--- config.mk ---
export PLATFORM = sky130hd
export DESIGN_NAME = dnn_seq_ctrl
export DESIGN_NICKNAME = d
export VERILOG_FILES = /design/src/rtl/dnn_pkg.sv /design/src/rtl/dnn_mac.sv /design/src/rtl/dnn_seq_ctrl.sv
export SDC_FILE = /design/constraint.sdc
export NUM_CORES = 1
export LEC_CHECK = 0
export CAP_MARGIN = 10
export CELL_PAD_IN_SITES_DETAIL_PLACEMENT = 0
export CELL_PAD_IN_SITES_GLOBAL_PLACEMENT = 2
export CORE_UTILIZATION = 34
export CTS_CLUSTER_DIAMETER = 40
export DETAILED_ROUTE_END_ITERATION = 12
export PLACE_DENSITY_LB_ADDON = 0.2
export SYNTH_ARGS = -nofsm -noshare
export SYNTH_HDL_FRONTEND = slang
export SYNTH_SLANG_ARGS = --single-unit
--- constraint.sdc ---
create_clock -name clk -period 6.3 [get_ports clk]
set_clock_uncertainty 0.05 [all_clocks]
set_input_delay 1.26 -clock clk [delete_from_list [all_inputs] [get_ports clk]]
set_output_delay 1.26 -clock clk [all_outputs]
set_load 0.02 [all_outputs]
--- src/rtl/dnn_pkg.sv ---
// Shared constants, state encoding and zero-skip helper functions for the
// sequenced 4-4-2 MLP controller.
package dnn_pkg;

    localparam int unsigned DW = 5;    // input / weight width (signed)
    localparam int unsigned HW = 12;   // hidden value width (signed)
    localparam int unsigned OW = 17;   // output accumulator width (signed)

    localparam int unsigned NI = 4;    // inputs
    localparam int unsigned NH = 4;    // hidden neurons
    localparam int unsigned NO = 2;    // outputs

    localparam int unsigned IW = 2;    // loop counter width

    typedef enum logic [1:0] {
        IDLE = 2'd0,
        L1   = 2'd1,
        L2   = 2'd2,
        DONE = 2'd3
    } state_t;

    // Index of the lowest set bit of m (0 when m is empty).
    function automatic logic [IW-1:0] lowest_set(input logic [NH-1:0] m);
        lowest_set = '0;
        for (int k = NH - 1; k >= 0; k--) begin
            if (m[k]) lowest_set = IW'(k);
        end
    endfunction

    // Bits of m strictly above position idx.
    function automatic logic [NH-1:0] mask_above(input logic [NH-1:0] m,
                                                 input logic [IW-1:0] idx);
        mask_above = '0;
        for (int k = 0; k < NH; k++) begin
            if (IW'(k) > idx) mask_above[k] = m[k];
        end
    endfunction

endpackage

--- src/rtl/dnn_mac.sv ---
// Signed multiply-accumulate. The running sum restarts from zero when
// 'first' is high, so a new dot product needs no separate clear cycle.
// Ports:
//   clk, rst_n : clock, async active-low reset
//   en         : update the accumulator with sum_c this edge
//   first      : ignore the stored accumulator (first term of a sum)
//   a, b       : signed operands (AW, BW bits)
//   sum_c      : combinational accumulator + sign-extended product (SW bits)
module dnn_mac #(
    parameter int unsigned AW = 12,
    parameter int unsigned BW = 5,
    parameter int unsigned SW = 17
) (
    input  logic                 clk,
    input  logic                 rst_n,
    input  logic                 en,
    input  logic                 first,
    input  logic signed [AW-1:0] a,
    input  logic signed [BW-1:0] b,
    output logic signed [SW-1:0] sum_c
);

    localparam int unsigned PW = AW + BW;

    logic signed [SW-1:0] acc;
    logic signed [PW-1:0] prod;
    logic signed [SW-1:0] base;

    // Full-precision product, then sign-extended into the accumulator width.
    always_comb begin
        prod  = PW'(a) * PW'(b);
        base  = first ? '0 : acc;
        sum_c = base + SW'(prod);
    end

    always_ff @(posedge clk or negedge rst_n) begin
        if (!rst_n) begin
            acc <= '0;
        end else if (en) begin
            acc <= sum_c;
        end
    end

endmodule

--- src/rtl/dnn_seq_ctrl.sv ---
// Sequenced 4-4-2 MLP: layer1 4x4 MAC + ReLU, then layer3 4x2 MAC, all on
// one time-multiplexed signed MAC. One job is taken through a valid/ready
// input handshake and results are offered through a valid/ready output.
// Optional build macro: DNN_ZERO_SKIP_EN -- layer3 visits only nonzero
// hidden values (ascending), shortening latency to 16+2*NZ edges.
// Ports:
//   clk, rst_n          : clock, async active-low reset
//   in_valid / in_ready : job handshake (in_ready high only in IDLE)
//   x_in, w1_in, w2_in  : packed inputs and weights, latched on accept
//   out_valid/out_ready : result handshake
//   out0, out1          : signed results
//   busy                : job in progress or result pending
module dnn_seq_ctrl
    import dnn_pkg::*;
(
    input  logic                  clk,
    input  logic                  rst_n,
    input  logic                  in_valid,
    output logic                  in_ready,
    input  logic [NI*DW-1:0]      x_in,
    input  logic [NH*NI*DW-1:0]   w1_in,
    input  logic [NO*NH*DW-1:0]   w2_in,
    output logic                  out_valid,
    input  logic                  out_ready,
    output logic signed [OW-1:0]  out0,
    output logic signed [OW-1:0]  out1,
    output logic                  busy
);

    state_t state, state_next;

    logic [NI*DW-1:0]     x_r;
    logic [NH*NI*DW-1:0]  w1_r;
    logic [NO*NH*DW-1:0]  w2_r;
    logic signed [HW-1:0] hidden [NH];

    // outer = h (L1) / o (L2), inner = i (L1) / j (L2)
    logic [IW-1:0] outer, outer_next;
    logic [IW-1:0] inner, inner_next;

    logic                 accept_c;
    logic                 mac_en_c;
    logic                 mac_first_c;
    logic signed [HW-1:0] mac_a_c;
    logic signed [DW-1:0] mac_b_c;
    logic signed [OW-1:0] sum_c;
    logic signed [HW-1:0] relu_c;
    logic                 hid_wr_c;
    logic                 out_wr_c;
    logic                 zero_out_c;

    // Layer3 index sequencing: first/last term, successor, and start index.
    logic          l2_first_c;
    logic          l2_last_c;
    logic [IW-1:0] l2_next_c;
    logic [IW-1:0] l2_start_c;
    logic          skip_all_c;

    dnn_mac #(
        .AW (HW),
        .BW (DW),
        .SW (OW)
    ) u_mac (
        .clk   (clk),
        .rst_n (rst_n),
        .en    (mac_en_c),
        .first (mac_first_c),
        .a     (mac_a_c),
        .b     (mac_b_c),
        .sum_c (sum_c)
    );

    // Layer1 sums are at most 1024 in magnitude, so the low HW bits are exact.
    assign relu_c = sum_c[OW-1] ? '0 : sum_c[HW-1:0];

`ifdef DNN_ZERO_SKIP_EN
    logic [NH-1:0] nz_c;
    logic [NH-1:0] above_c;

    // Nonzero map; during L1 the entry being written this edge uses relu_c so
    // the start index is correct on the L1 -> L2 transition.
    always_comb begin
        nz_c = '0;
        for (int k = 0; k < NH; k++) begin
            if ((state == L1) && (IW'(k) == outer)) nz_c[k] = (relu_c != '0);
            else                                   nz_c[k] = (hidden[k] != '0);
        end
    end

    assign above_c    = mask_above(nz_c, inner);
    assign l2_start_c = lowest_set(nz_c);
    assign l2_first_c = (inner == l2_start_c);
    assign l2_last_c  = (above_c == '0);
    assign l2_next_c  = lowest_set(above_c);
    assign skip_all_c = (nz_c == '0);
`else
    assign l2_start_c = '0;
    assign l2_first_c = (inner == '0);
    assign l2_last_c  = (inner == IW'(NH - 1));
    assign l2_next_c  = inner + IW'(1);
    assign skip_all_c = 1'b0;
`endif

    // State register.
    always_ff @(posedge clk or negedge rst_n) begin
        if (!rst_n) begin
            state <= IDLE;
        end else begin
            state <= state_next;
        end
    end

    // Next state, counter sequencing and MAC operand selection.
    always_comb begin
        state_next  = state;
        outer_next  = outer;
        inner_next  = inner;
        accept_c    = 1'b0;
        mac_en_c    = 1'b0;
        mac_first_c = 1'b0;
        mac_a_c     = '0;
        mac_b_c     = '0;
        hid_wr_c    = 1'b0;
        out_wr_c    = 1'b0;
        zero_out_c  = 1'b0;

        unique case (state)
            IDLE: begin
                if (in_valid && in_ready) begin
                    accept_c   = 1'b1;
                    outer_next = '0;
                    inner_next = '0;
                    state_next = L1;
                end
            end

            L1: begin
                mac_en_c    = 1'b1;
                mac_first_c = (inner == '0);
                mac_a_c     = HW'($signed(x_r[DW*32'(inner) +: DW]));
                mac_b_c     = w1_r[DW*32'({outer, inner}) +: DW];
                inner_next  = inner + IW'(1);
                if (inner == IW'(NI - 1)) begin
                    hid_wr_c = 1'b1;
                    if (outer == IW'(NH - 1)) begin
                        outer_next = '0;
                        inner_next = l2_start_c;
                        if (skip_all_c) begin
                            zero_out_c = 1'b1;
                            state_next = DONE;
                        end else begin
                            state_next = L2;
                        end
                    end else begin
                        outer_next = outer + IW'(1);
                    end
                end
            end

            L2: begin
                mac_en_c    = 1'b1;
                mac_first_c = l2_first_c;
                mac_a_c     = hidden[inner];
                mac_b_c     = w2_r[DW*32'({outer[0], inner}) +: DW];
                if (l2_last_c) begin
                    out_wr_c   = 1'b1;
                    inner_next = l2_start_c;
                    if (outer == IW'(NO - 1)) begin
                        outer_next = '0;
                        state_next = DONE;
                    end else begin
                        outer_next = outer + IW'(1);
                    end
                end else begin
                    inner_next = l2_next_c;
                end
            end

            DONE: begin
                if (out_ready) state_next = IDLE;
            end

            default: state_next = IDLE;
        endcase
    end

    // Datapath registers and registered handshake flags.
    always_ff @(posedge clk or negedge rst_n) begin
        if (!rst_n) begin
            x_r       <= '0;
            w1_r      <= '0;
            w2_r      <= '0;
            for (int k = 0; k < NH; k++) hidden[k] <= '0;
            outer     <= '0;
            inner     <= '0;
            out0      <= '0;
            out1      <= '0;
            in_ready  <= 1'b1;
            busy      <= 1'b0;
            out_valid <= 1'b0;
        end else begin
            outer <= outer_next;
            inner <= inner_next;
            if (accept_c) begin
                x_r  <= x_in;
                w1_r <= w1_in;
                w2_r <= w2_in;
            end
            if (hid_wr_c) hidden[outer] <= relu_c;
            if (out_wr_c) begin
                if (outer == '0) out0 <= sum_c;
                else             out1 <= sum_c;
            end
            if (zero_out_c) begin
                out0 <= '0;
                out1 <= '0;
            end
            in_ready  <= (state_next == IDLE);
            busy      <= (state_next != IDLE);
            out_valid <= (state_next == DONE);
        end
    end

endmodule

==> out/results.tsv, run 1 <==
stage	metric	value	unit
pwr	Power Total	8.44	mW
critical_path	crit path DAT	6.48	ns
layout	design area	18100	µm²
timing	RSZ-0062 raised after global routing	yes	
routing	DRC	0	
floorplan	Starting Density	0.348	
critical_path	Worst setup EP type	flip-flop	
cts	worst skew pair latency	0.55	ns
outcome	outcome	finished, final reports clean	
routing	Antenna Nets Post-Route	0	
critical_path	R2R depth	19	
routing	Via Count	9374	
routing	1st-iter DRT viols	467	
critical_path	critical path cell sequence	clkbuf_16 -> buf_4 -> mux4_2 -> mux4_2 -> a21oi_2 -> buf_6 -> nor2_1 -> fa_1 -> fa_1 -> fa_1 -> ha_1 -> ha_1 -> a21o_1 -> a31o_2 -> nor3_2 -> nand2b_1 -> and3_2 -> buf_12 -> o41ai_1	
critical_path	Crit-path slowest cell	fa_1	
layout	Multi-input gate area	7100	µm²
yosys	#FFs+latches synth	248	
yosys	Syn Inst Count	1092	
layout	Layout Nets	1580	
layout	layout cell share with drive strength beyond 1	0.301	
placement	RePlAce Congestion	0.789	
critical_path	Critical Path Max Stage Delay	0.56	ns
yosys	Synth Net Count	1336	
cts	TritonCTS clock tree	built	
run	max cap viols	0	
yosys	Seq/Total Area, Yosys	0.456	
timing	fmax	164	MHz
yosys	asr flop ratio synth	1.00	
global_route	largest net degree at the start of global routing	109	
timing	setup violators final	0	
routing	drt total wl	36800	µm
floorplan	Std-Cell Rows	72	
floorplan	Die ar.	40800	µm²
critical_path	CP required	6.68	ns
pwr	worst vdd ir	0.000282	V
placement	DP Wirelength	26400	µm
critical_path	cell family with most CP delay	adder cells	
global_route	Top Usage Layer GRT	met2	
global_route	GR Util met2	0.295	
floorplan	I/O Pins	181	
global_route	vias in the first global route	10088	
timing	count of final hold-check violations	0	
floorplan	height of the die	202	µm
layout	ant diodes	0	
critical_path	CP Launch Type	flip-flop	
yosys	synth unique cells	55	
floorplan	core area	39100	µm²
cts	H-tree Lvls	2	
min_path	Worst Hold Class	reg2reg	
timing	pins over their slew limit	0	
yosys	prevailing post-synth register cell	dfrtp_1	
layout	fill count	3699	
routing	drt first pass iters	6	
timing	slew margin rel.	0.227	
critical_path	critical path type	reg2reg	
yosys	Post-Synthesis Cell Area	13600	µm²
global_route	initial antenna violation count	2	
global_route	Overall Global Routing Usage	0.184	
placement	instance area at placement	16300	µm²
timing	fin crit share	0.969	
layout	register area	6210	µm²
pwr	pwr/cell area	467	nW/µm²
yosys	YS warnings	0	
critical_path	Worst Path Max Fanout	32	
global_route	GRT Residual Overflow	0	
min_path	hold depth	2	
routing	Routed WL per cell	19.6	µm
placement	port bufs	180	
global_route	first-pass GRT wire length	58100	µm
floorplan	die width	202	µm
cts	clk sink count	248	
cts	CTS Buf Count	43	
cts	Clk pin slew, worst setup/hold paths	0.05	ns
timing	Worst-Margin Slew	1.16	ns
critical_path	Buf/Inv on CP	4	
routing	vias per cell	4.98	
global_route	routing usage on met3	0.0460	
pwr	Leak	7.96	nW
yosys	Mapped Avg Cell Area	12.5	µm²
yosys	EDFF count, synth	0	
timing	shortest period the worst path allows	6.10	ns
critical_path	critical path's most frequent cell	fa_1	
cts	Root Buffer	clkbuf_16	
layout	area grow syn2layout	32.8	%
global_route	met1 usage	0.248	
critical_path	stages on the worst setup path	19	
cts	deepest clock path buffer count	3	
==> layer usage <==
layer | vias up | wire length, µm
met2 | 193 | 17800
met3 | 48 | 2020
met5 | - | 28
li1 | 4357 | -
met4 | 4 | 582
met1 | 4772 | 16300
==> cells in the final DEF (no fill, tap or decap), drive strengths merged, types with 2 or more instances in the layout <==
cell,n
dfrtp,247
clkdlybuf4s50,179
nand2,163
mux2,150
buf,82
nor2,64
fa,54
mux4,52
clkbuf,52
ha,46
inv,40
o21ai,36
o41ai,29
o31ai,21
a21oi,17
and2,12
nand3,11
or2,10
xor2,9
clkinvlp,9
clkinv,9
a21o,8
xnor2,8
nand2b,7
a22o,6
and3,5
nor2b,4
a31oi,4
nor3,4
nand4,3
o31a,3
or3,2
o21a,2
bufinv,2
==> sequential cells by signal, indices dropped and copies added (netlist names) <==
signal / cells
x_r: 20
state: 2
u_mac.acc: 17
busy: 1
outer: 2
inner: 2
out_valid: 1
out0: 17
w1_r: 80
w2_r: 40
out1: 17
in_ready: 1
hidden: 48
==> stage by stage <==
stage / utilization / worst slack (ns) / std cells / hold WS [ns] / setup TNS [ns]
5_1_grt: 0.462 / -0.0236 / 1881 / 0.434 / -0.0863
3_5_place_dp: 0.418 / 0.0408 / 1791 / 0.405 / 0
4_1_cts: 0.452 / 0.0219 / 1863 / 0.419 / 0
2_1_floorplan: - / 0.238 / 1092 / 0.388 / 0
6_report: 0.462 / 0.196 / 1881 / 0.417 / 0
3_3_place_gp: 0.418 / 0.0517 / 1791 / 0.400 / 0
==> synth_stat cells, types with 2 or more instances <==
cell type / number / share of area
nor2_1: 54 / 0.015
clkbuf_1: 35 / 0.0097
o21a_1: 2 / 0.0011
a31oi_1: 4 / 0.0018
a21o_1: 8 / 0.0044
buf_4: 6 / 0.0033
fa_1: 54 / 0.079
mux2_2: 150 / 0.12
dfrtp_1: 247 / 0.45
or2_2: 9 / 0.0041
o21ai_0: 35 / 0.013
buf_2: 7 / 0.0026
mux4_1: 7 / 0.014
o41ai_1: 29 / 0.019
inv_1: 35 / 0.0097
clkinv_1: 2 / 0.00055
a21oi_2: 4 / 0.0026
xor2_1: 9 / 0.0058
o31a_1: 3 / 0.0019
nor2b_1: 4 / 0.0018
xnor2_1: 8 / 0.0052
nand3_1: 11 / 0.0040
nor2_2: 10 / 0.0046
o31ai_1: 21 / 0.012
a21oi_1: 13 / 0.0048
nor3_1: 4 / 0.0015
ha_1: 46 / 0.042
buf_12: 2 / 0.0029
or3_1: 2 / 0.00092
a22o_1: 6 / 0.0039
buf_6: 8 / 0.0066
nand2_1: 162 / 0.045
nand2b_1: 7 / 0.0032
and2_1: 12 / 0.0055
nand4_1: 3 / 0.0014
and3_1: 5 / 0.0023
mux4_2: 45 / 0.074
buf_1: 6 / 0.0017
==> tightest hold or removal path, cell delays in order, from the launching register on <==
cell     delay (ns)
dfrtp_1        0.33
nand2_1        0.06
o41ai_2        0.05
==> worst paths after layout <==
| path | from | endpoint | slack (ns) |
|---|---|---|---|
| hold reg to reg | hidden[19] | hidden[19] | 0.42 |
| hold / removal | hidden[19] | hidden[19] | 0.42 |
| max in group asynchronous | rst_n | w2_r[11] | 4.32 |
| min in group asynchronous | rst_n | out0[8] | 0.66 |
| setup / recovery | inner[0] | hidden[35] | 0.20 |
| setup reg to reg | inner[0] | hidden[35] | 0.20 |
==> cell families (layout without fill, tap and decap cells) <==
kind of cell / Yosys count / in the layout / share of synthesized area
and+or+nand+nor: 288 / 288 / 0.0920
AOI/OAI and AO/OA: 134 / 134 / 0.0690
muxes: 203 / 203 / 0.213
xor gates and xnor gates: 17 / 17 / 0.0109
adders and majority gates: 100 / 100 / 0.122
DFF: 248 / 248 / 0.456
buffers and inverters: 102 / 373 / 0.0372
==> layout make-up <==
cell class	count	share of cell area
Sequential cell	248	0.344
Inverter	38	0.00789
Timing Repair Buffer	263	0.146
Multi-Input combinational cell	742	0.393
Clock inverter	22	0.0122
Clock buffer	50	0.0616
Tap cell	518	0.0359
==> report_power, final <==
part,switching [mW],internal (mW)
Sequential,0.284,2.14
Clock,0.818,1.35
Combinational,2.02,1.83
==> timing repair <==
action,in CTS,in global routing
endpoints found under the setup margin,0,47
setup buffers,0,16
gates resized for setup,0,41
hold buffers,0,0
No activity file was read; power rests on OpenSTA's default activity.
==> inputs of run 2 (changes only) <==
--- a/config.mk
+++ b/config.mk
@@ -9,7 +9,7 @@
 export CELL_PAD_IN_SITES_DETAIL_PLACEMENT = 0
 export CELL_PAD_IN_SITES_GLOBAL_PLACEMENT = 2
 export CORE_UTILIZATION = 34
-export CTS_CLUSTER_DIAMETER = 40
+export CTS_CLUSTER_DIAMETER = 50
 export DETAILED_ROUTE_END_ITERATION = 12
 export PLACE_DENSITY_LB_ADDON = 0.2
 export SYNTH_ARGS = -nofsm -noshare
==> out/results.tsv, run 2 (synthesis results as in run 1) <==
stage	metric	value	unit
global_route	Overall Global Routing Usage	0.184	
layout	most frequent cells in the layout	dfrtp_1 (246), clkdlybuf4s50_1 (179), nand2_1 (162)	
timing	setup violators final	0	
routing	1st-iter DRT viols	536	
critical_path	R2R depth	23	
layout	Finished Layout Cells	1864	
cts	Root Buffer	clkbuf_16	
routing	vias per cell	4.97	
layout	design area	17800	µm²
global_route	initial antenna violation count	2	
critical_path	CP Launch Type	flip-flop	
placement	RePlAce Congestion	0.789	
floorplan	core area	39100	µm²
timing	count of final hold-check violations	0	
global_route	first-pass GRT wire length	57700	µm
layout	Layout Nets	1563	
critical_path	crit path DAT	6.43	ns
critical_path	R2R Path End	hidden[10]	
floorplan	height of the die	202	µm
cts	deepest clock path buffer count	3	
timing	RSZ-0062 raised after global routing	yes	
cts	clk sink count	248	
routing	DRC	0	
cts	TritonCTS clock tree	built	
critical_path	critical path cell sequence	buf_12 -> mux4_2 -> mux4_2 -> nand2_1 -> o21ai_2 -> nand2_4 -> or2_2 -> fa_1 -> fa_1 -> inv_1 -> fa_1 -> inv_1 -> fa_1 -> inv_1 -> ha_1 -> a21o_1 -> nand4_1 -> a21oi_2 -> nand2b_1 -> buf_4 -> a21oi_4 -> buf_6 -> o41ai_1	
critical_path	cell family with most CP delay	adder cells	
timing	shortest period the worst path allows	6.08	ns
routing	drt first pass iters	4	
cts	CTS Buf Count	36	
critical_path	Buf/Inv on CP	6	
routing	drt total wl	36300	µm
routing	Antenna Nets Post-Route	0	
critical_path	critical path's most frequent cell	fa_1	
layout	Biggest register	w1_r	
placement	port bufs	180	
timing	Fin Setup TNS	0	ns
cts	worst skew pair latency	0.54	ns
run	max cap viols	0	
layout	layout cell share with drive strength beyond 1	0.290	
floorplan	die width	202	µm
routing	Via Count	9258	
placement	DP Wirelength	26400	µm
critical_path	Worst setup EP type	flip-flop	
pwr	Leak	7.87	nW
cts	H-tree Lvls	2	
floorplan	I/O Pins	181	
min_path	end of the worst hold path	hidden[33]	
layout	max FFs per register	80	
layout	ant diodes	0	
critical_path	r2r setup slk	0.22	ns
layout	biggest regs	w1_r x80, hidden x48, w2_r x40	
min_path	Hold Startpoint	hidden[33]	
timing	pins over their slew limit	0	
pwr	pwr/cell area	462	nW/µm²
critical_path	Critical Path Max Stage Delay	0.56	ns
min_path	Worst Hold Class	reg2reg	
outcome	outcome	finished, final reports clean	
placement	cell total after placement	1791	
floorplan	Starting Density	0.348	
layout	most common cell after layout, fill and taps aside	dfrtp_1	
min_path	hold depth	2	
cts	hold buffers post-CTS	0	
global_route	largest net degree at the start of global routing	109	
critical_path	critical path type	reg2reg	
global_route	vias in the first global route	10006	
floorplan	Std-Cell Rows	72	
critical_path	Reg-to-Reg Start	inner[0]	
timing	Worst-Margin Slew	1.09	ns
cts	Clk pin slew, worst setup/hold paths	0.05	ns
critical_path	CP required	6.65	ns
global_route	GRT Residual Overflow	0	
layout	area grow syn2layout	31.2	%
routing	Routed WL per cell	19.5	µm
critical_path	Worst Path Max Fanout	19	
critical_path	Crit-path slowest cell	fa_1	
floorplan	Die ar.	40800	µm²
timing	fmax	164	MHz
timing	fin crit share	0.965	
timing	slew margin rel.	0.273	
placement	instance area at placement	16300	µm²
pwr	Power Total	8.25	mW
layout	fill count	3713	
pwr	worst vdd ir	0.000291	V
==> run 2: cell types whose count changed in the layout (fill, tap and decap cells not counted), sizes merged <==
cell / previous run / this run
buf: 82 / 73
clkinvlp: 9 / 4
clkbuf: 52 / 50
clkinv: 9 / 8
==> run 2: final cells by class <==
type | instances | area [µm²] | share of cell area
multi-input cells | 742 | 7110 | 0.398
clock buffers | 49 | 1050 | 0.0590
clock inverters | 16 | 179 | 0.0100
repair buffers | 253 | 2500 | 0.140
well taps | 518 | 648 | 0.0363
flip-flops and latches | 248 | 6210 | 0.348
inverters | 38 | 143 | 0.00799
==> run 2: repair_timing <==
item | CTS | global route
gates resized for setup | 0 | 36
setup endpoints to repair | 0 | 45
setup buffers | 0 | 7
==> run 2: how the worst max path moves through the flow <==
stage	start	end	slack (ns)	cells after the start
after floorplan	inner[0]	out1[11]	0.24	21
after global placement	inner[0]	out1[13]	0.05	22
after detailed placement	inner[0]	out1[13]	0.04	22
after CTS	inner[0]	out1[13]	0.02	22
after global routing	inner[0]	hidden[10]	-0.02	21
final	inner[0]	hidden[10]	0.22	23
==> run 2: stage by stage <==
step / worst slack, ns / hold slack [ns] / util
after global placement: 0.0517 / 0.400 / 0.418
after CTS: 0.0224 / 0.418 / 0.449
final: 0.218 / 0.417 / 0.456
after floorplan: 0.238 / 0.388 / -
after global routing: -0.0214 / 0.433 / 0.456
after detailed placement: 0.0408 / 0.405 / 0.418
==> run 2: worst register-to-register path: stages, from the launching register on <==
cell and delay, ns:
dfrtp_4 0.47, buf_12 0.18, mux4_2 0.56, mux4_2 0.48
nand2_1 0.09, o21ai_2 0.07, nand2_4 0.09, or2_2 0.13
fa_1 0.41, fa_1 0.56, inv_1 0.06, fa_1 0.53
inv_1 0.05, fa_1 0.53, inv_1 0.07, ha_1 0.29
a21o_1 0.12, nand4_1 0.15, a21oi_2 0.18, nand2b_1 0.14
buf_4 0.12, a21oi_4 0.06, buf_6 0.18, o41ai_1 0.38
==> run 2: where the power goes <==
| group | leakage [nW] | switching, mW | internal, mW |
|---|---|---|---|
| clock network | 0.594 | 0.764 | 1.27 |
| logic | 4.15 | 2.01 | 1.79 |
| registers | 3.13 | 0.282 | 2.13 |
==> run 2: layer usage <==
metal / routed length, µm / vias up / GRT usage
met1: 16000 / 4706 / 0.248
li1: - / 4327 / -
met4: 633 / 4 / 0.0536
met5: 28 / - / 0
met3: 2130 / 39 / 0.0434
met2: 17600 / 182 / 0.294
==> inputs of run 3 (changes only) <==
--- a/config.mk
+++ b/config.mk
@@ -9,6 +9,7 @@
 export CELL_PAD_IN_SITES_DETAIL_PLACEMENT = 0
 export CELL_PAD_IN_SITES_GLOBAL_PLACEMENT = 2
 export CORE_UTILIZATION = 34
+export CTS_BUF_LIST = sky130_fd_sc_hd__clkbuf_16
 export CTS_CLUSTER_DIAMETER = 50
 export DETAILED_ROUTE_END_ITERATION = 12
 export PLACE_DENSITY_LB_ADDON = 0.2
==> out/results.tsv, run 3 (synthesis results as in run 1) <==
stage	metric	value	unit
outcome	outcome	finished, final reports clean	
pwr	worst vdd ir	0.000290	V
timing	Worst-Margin Slew	1.08	ns
routing	drt total wl	36400	µm
layout	ant diodes	0	
layout	Biggest register	w1_r	
floorplan	height of the die	202	µm
layout	layout cell share with drive strength beyond 1	0.285	
routing	wl on met1	16100	µm
global_route	Overall Global Routing Usage	0.184	
layout	most frequent cells in the layout	dfrtp_1 (246), clkdlybuf4s50_1 (179), nand2_1 (162)	
placement	DP Wirelength	26400	µm
pwr	Clk pwr share	0.239	
placement	RePlAce Congestion	0.789	
routing	Routed WL per cell	19.5	µm
layout	max FFs per register	80	
routing	drt first pass iters	4	
cts	deepest clock path buffer count	3	
pwr	Leak	7.85	nW
cts	hold buffers post-CTS	0	
critical_path	critical path type	reg2reg	
routing	DR WL met2	17700	µm
timing	WHS	0.416	ns
layout	design area	17800	µm²
timing	slew margin rel.	0.276	
min_path	Worst Hold Class	reg2reg	
floorplan	die width	202	µm
cts	H-tree Lvls	2	
routing	vias per cell	4.95	
critical_path	Reg-to-Reg Start	inner[0]	
floorplan	Std-Cell Rows	72	
cts	clk sink count	248	
timing	RSZ-0062 raised after global routing	yes	
min_path	Hold Startpoint	hidden[33]	
global_route	first-pass GRT wire length	57700	µm
timing	fin crit share	0.966	
floorplan	Die ar.	40800	µm²
pwr	Sw Ratio	0.375	
critical_path	critical path cell sequence	buf_12 -> mux4_2 -> mux4_2 -> nand2_1 -> o21ai_2 -> nand2_4 -> or2_2 -> fa_1 -> fa_1 -> inv_1 -> fa_1 -> inv_1 -> fa_1 -> inv_1 -> ha_1 -> a21o_1 -> nand4_1 -> a21oi_2 -> nand2b_1 -> buf_4 -> a21oi_4 -> buf_6 -> o41ai_1	
floorplan	core area	39100	µm²
cts	worst skew pair latency	0.54	ns
global_route	GRT Residual Overflow	0	
critical_path	CP Launch Type	flip-flop	
cts	Clk pin slew, worst setup/hold paths	0.05	ns
routing	DRC	0	
cts	TritonCTS clock tree	built	
placement	port bufs	180	
global_route	largest net degree at the start of global routing	109	
timing	setup violators final	0	
placement	instance area at placement	16300	µm²
routing	Antenna Nets Post-Route	0	
critical_path	Worst Path Max Fanout	19	
routing	Top Metal Used	met5	
pwr	Flop pwr share	0.296	
routing	routed wl met3	2040	µm
critical_path	crit path DAT	6.44	ns
layout	biggest regs	w1_r x80, hidden x48, w2_r x40	
timing	pins over their slew limit	0	
critical_path	Critical Path Max Stage Delay	0.56	ns
routing	1st-iter DRT viols	543	
pwr	pwr/cell area	459	nW/µm²
run	max cap viols	0	
floorplan	I/O Pins	181	
cts	Root Buffer	clkbuf_16	
timing	fmax	164	MHz
pwr	Power Total	8.17	mW
pwr	Switch Pwr	3.06	mW
floorplan	Starting Density	0.348	
timing	Fin Setup TNS	0	ns
timing	shortest period the worst path allows	6.09	ns
cts	CTS Buf Count	36	
routing	Via Count	9226	
critical_path	Worst setup EP type	flip-flop	
global_route	vias in the first global route	10003	
layout	area grow syn2layout	30.7	%
critical_path	Crit-path slowest cell	fa_1	
critical_path	critical path's most frequent cell	fa_1	
global_route	initial antenna violation count	2	
critical_path	CP startpoint	inner[0]	
timing	count of final hold-check violations	0	
pwr	Gate power share	0.466	
critical_path	CP required	6.65	ns
layout	fin util	0.455	
layout	Layout Nets	1563	
pwr	internal power	5.11	mW
layout	most common cell after layout, fill and taps aside	dfrtp_1	
run 3: changes by cell type in the layout (fill, tap and decap cells not counted):
cell	change
clkbuf_8	-6
clkbuf_1	-5
clkinv_1	+6
inv_1	+5
run 3: metrics by stage:
stage               setup slack, ns  instances
floorplan                     0.238       1092
detailed placement           0.0408       1791
global placement             0.0517       1791
finish                        0.215       1864
CTS                          0.0224       1856
global route                -0.0214       1864
run 3: routing by layer:
metal  global-route usage  vias up
li1                     -     4324
met1                0.248     4689
met2                0.294      171
met3               0.0434       38
met4               0.0536        4
met5                    0        -
run 3: critical path: cells and delay by family, from the launching register on:
kind                     cells  cell delay (ns)
AO/OA/AOI/OAI                5             0.80
adder cells (fa/ha/maj)      5             2.32
buffers and inverters        6             0.66
multiplexers                 2             1.03
AND/OR/NAND/NOR              5             0.60
flip-flops                   1             0.47
run 3: worst paths after layout:
check	endpoint	slack, ns	cells past startpoint
min reg2reg	hidden[33]	0.42	2
min in group asynchronous	out0[8]	0.68	1
max in group asynchronous	w2_r[11]	4.29	2
max	hidden[10]	0.21	23
min	hidden[33]	0.42	2
max reg2reg	hidden[10]	0.21	23
run 3: repair_timing:
item	CTS	global route
buffers inserted	0	7
endpoints found under the setup margin	0	45
hold endpoints to repair	0	0
gates resized for setup	0	36
run 3: layout make-up:
cell class,count,area [µm²]
Tap cell,518,648
Timing Repair Buffer,253,2500
Inverter,38,143
Clock buffer,38,951
Sequential cell,248,6210
Multi-Input combinational cell,742,7110
Clock inverter,27,220
Fill cell,3717,21300
run 3: power groups by stage:
| stage | Sequential, mW | Combinational (mW) | Clock, mW |
|---|---|---|---|
| floorplan | 2.32 | 2.46 | 0 |
| global placement | 2.43 | 3.70 | 0 |
| detailed placement | 2.44 | 3.74 | 0 |
| CTS | 2.41 | 3.75 | 2.02 |
| global route | 2.49 | 4.18 | 2.08 |
| finish | 2.42 | 3.80 | 1.95 |
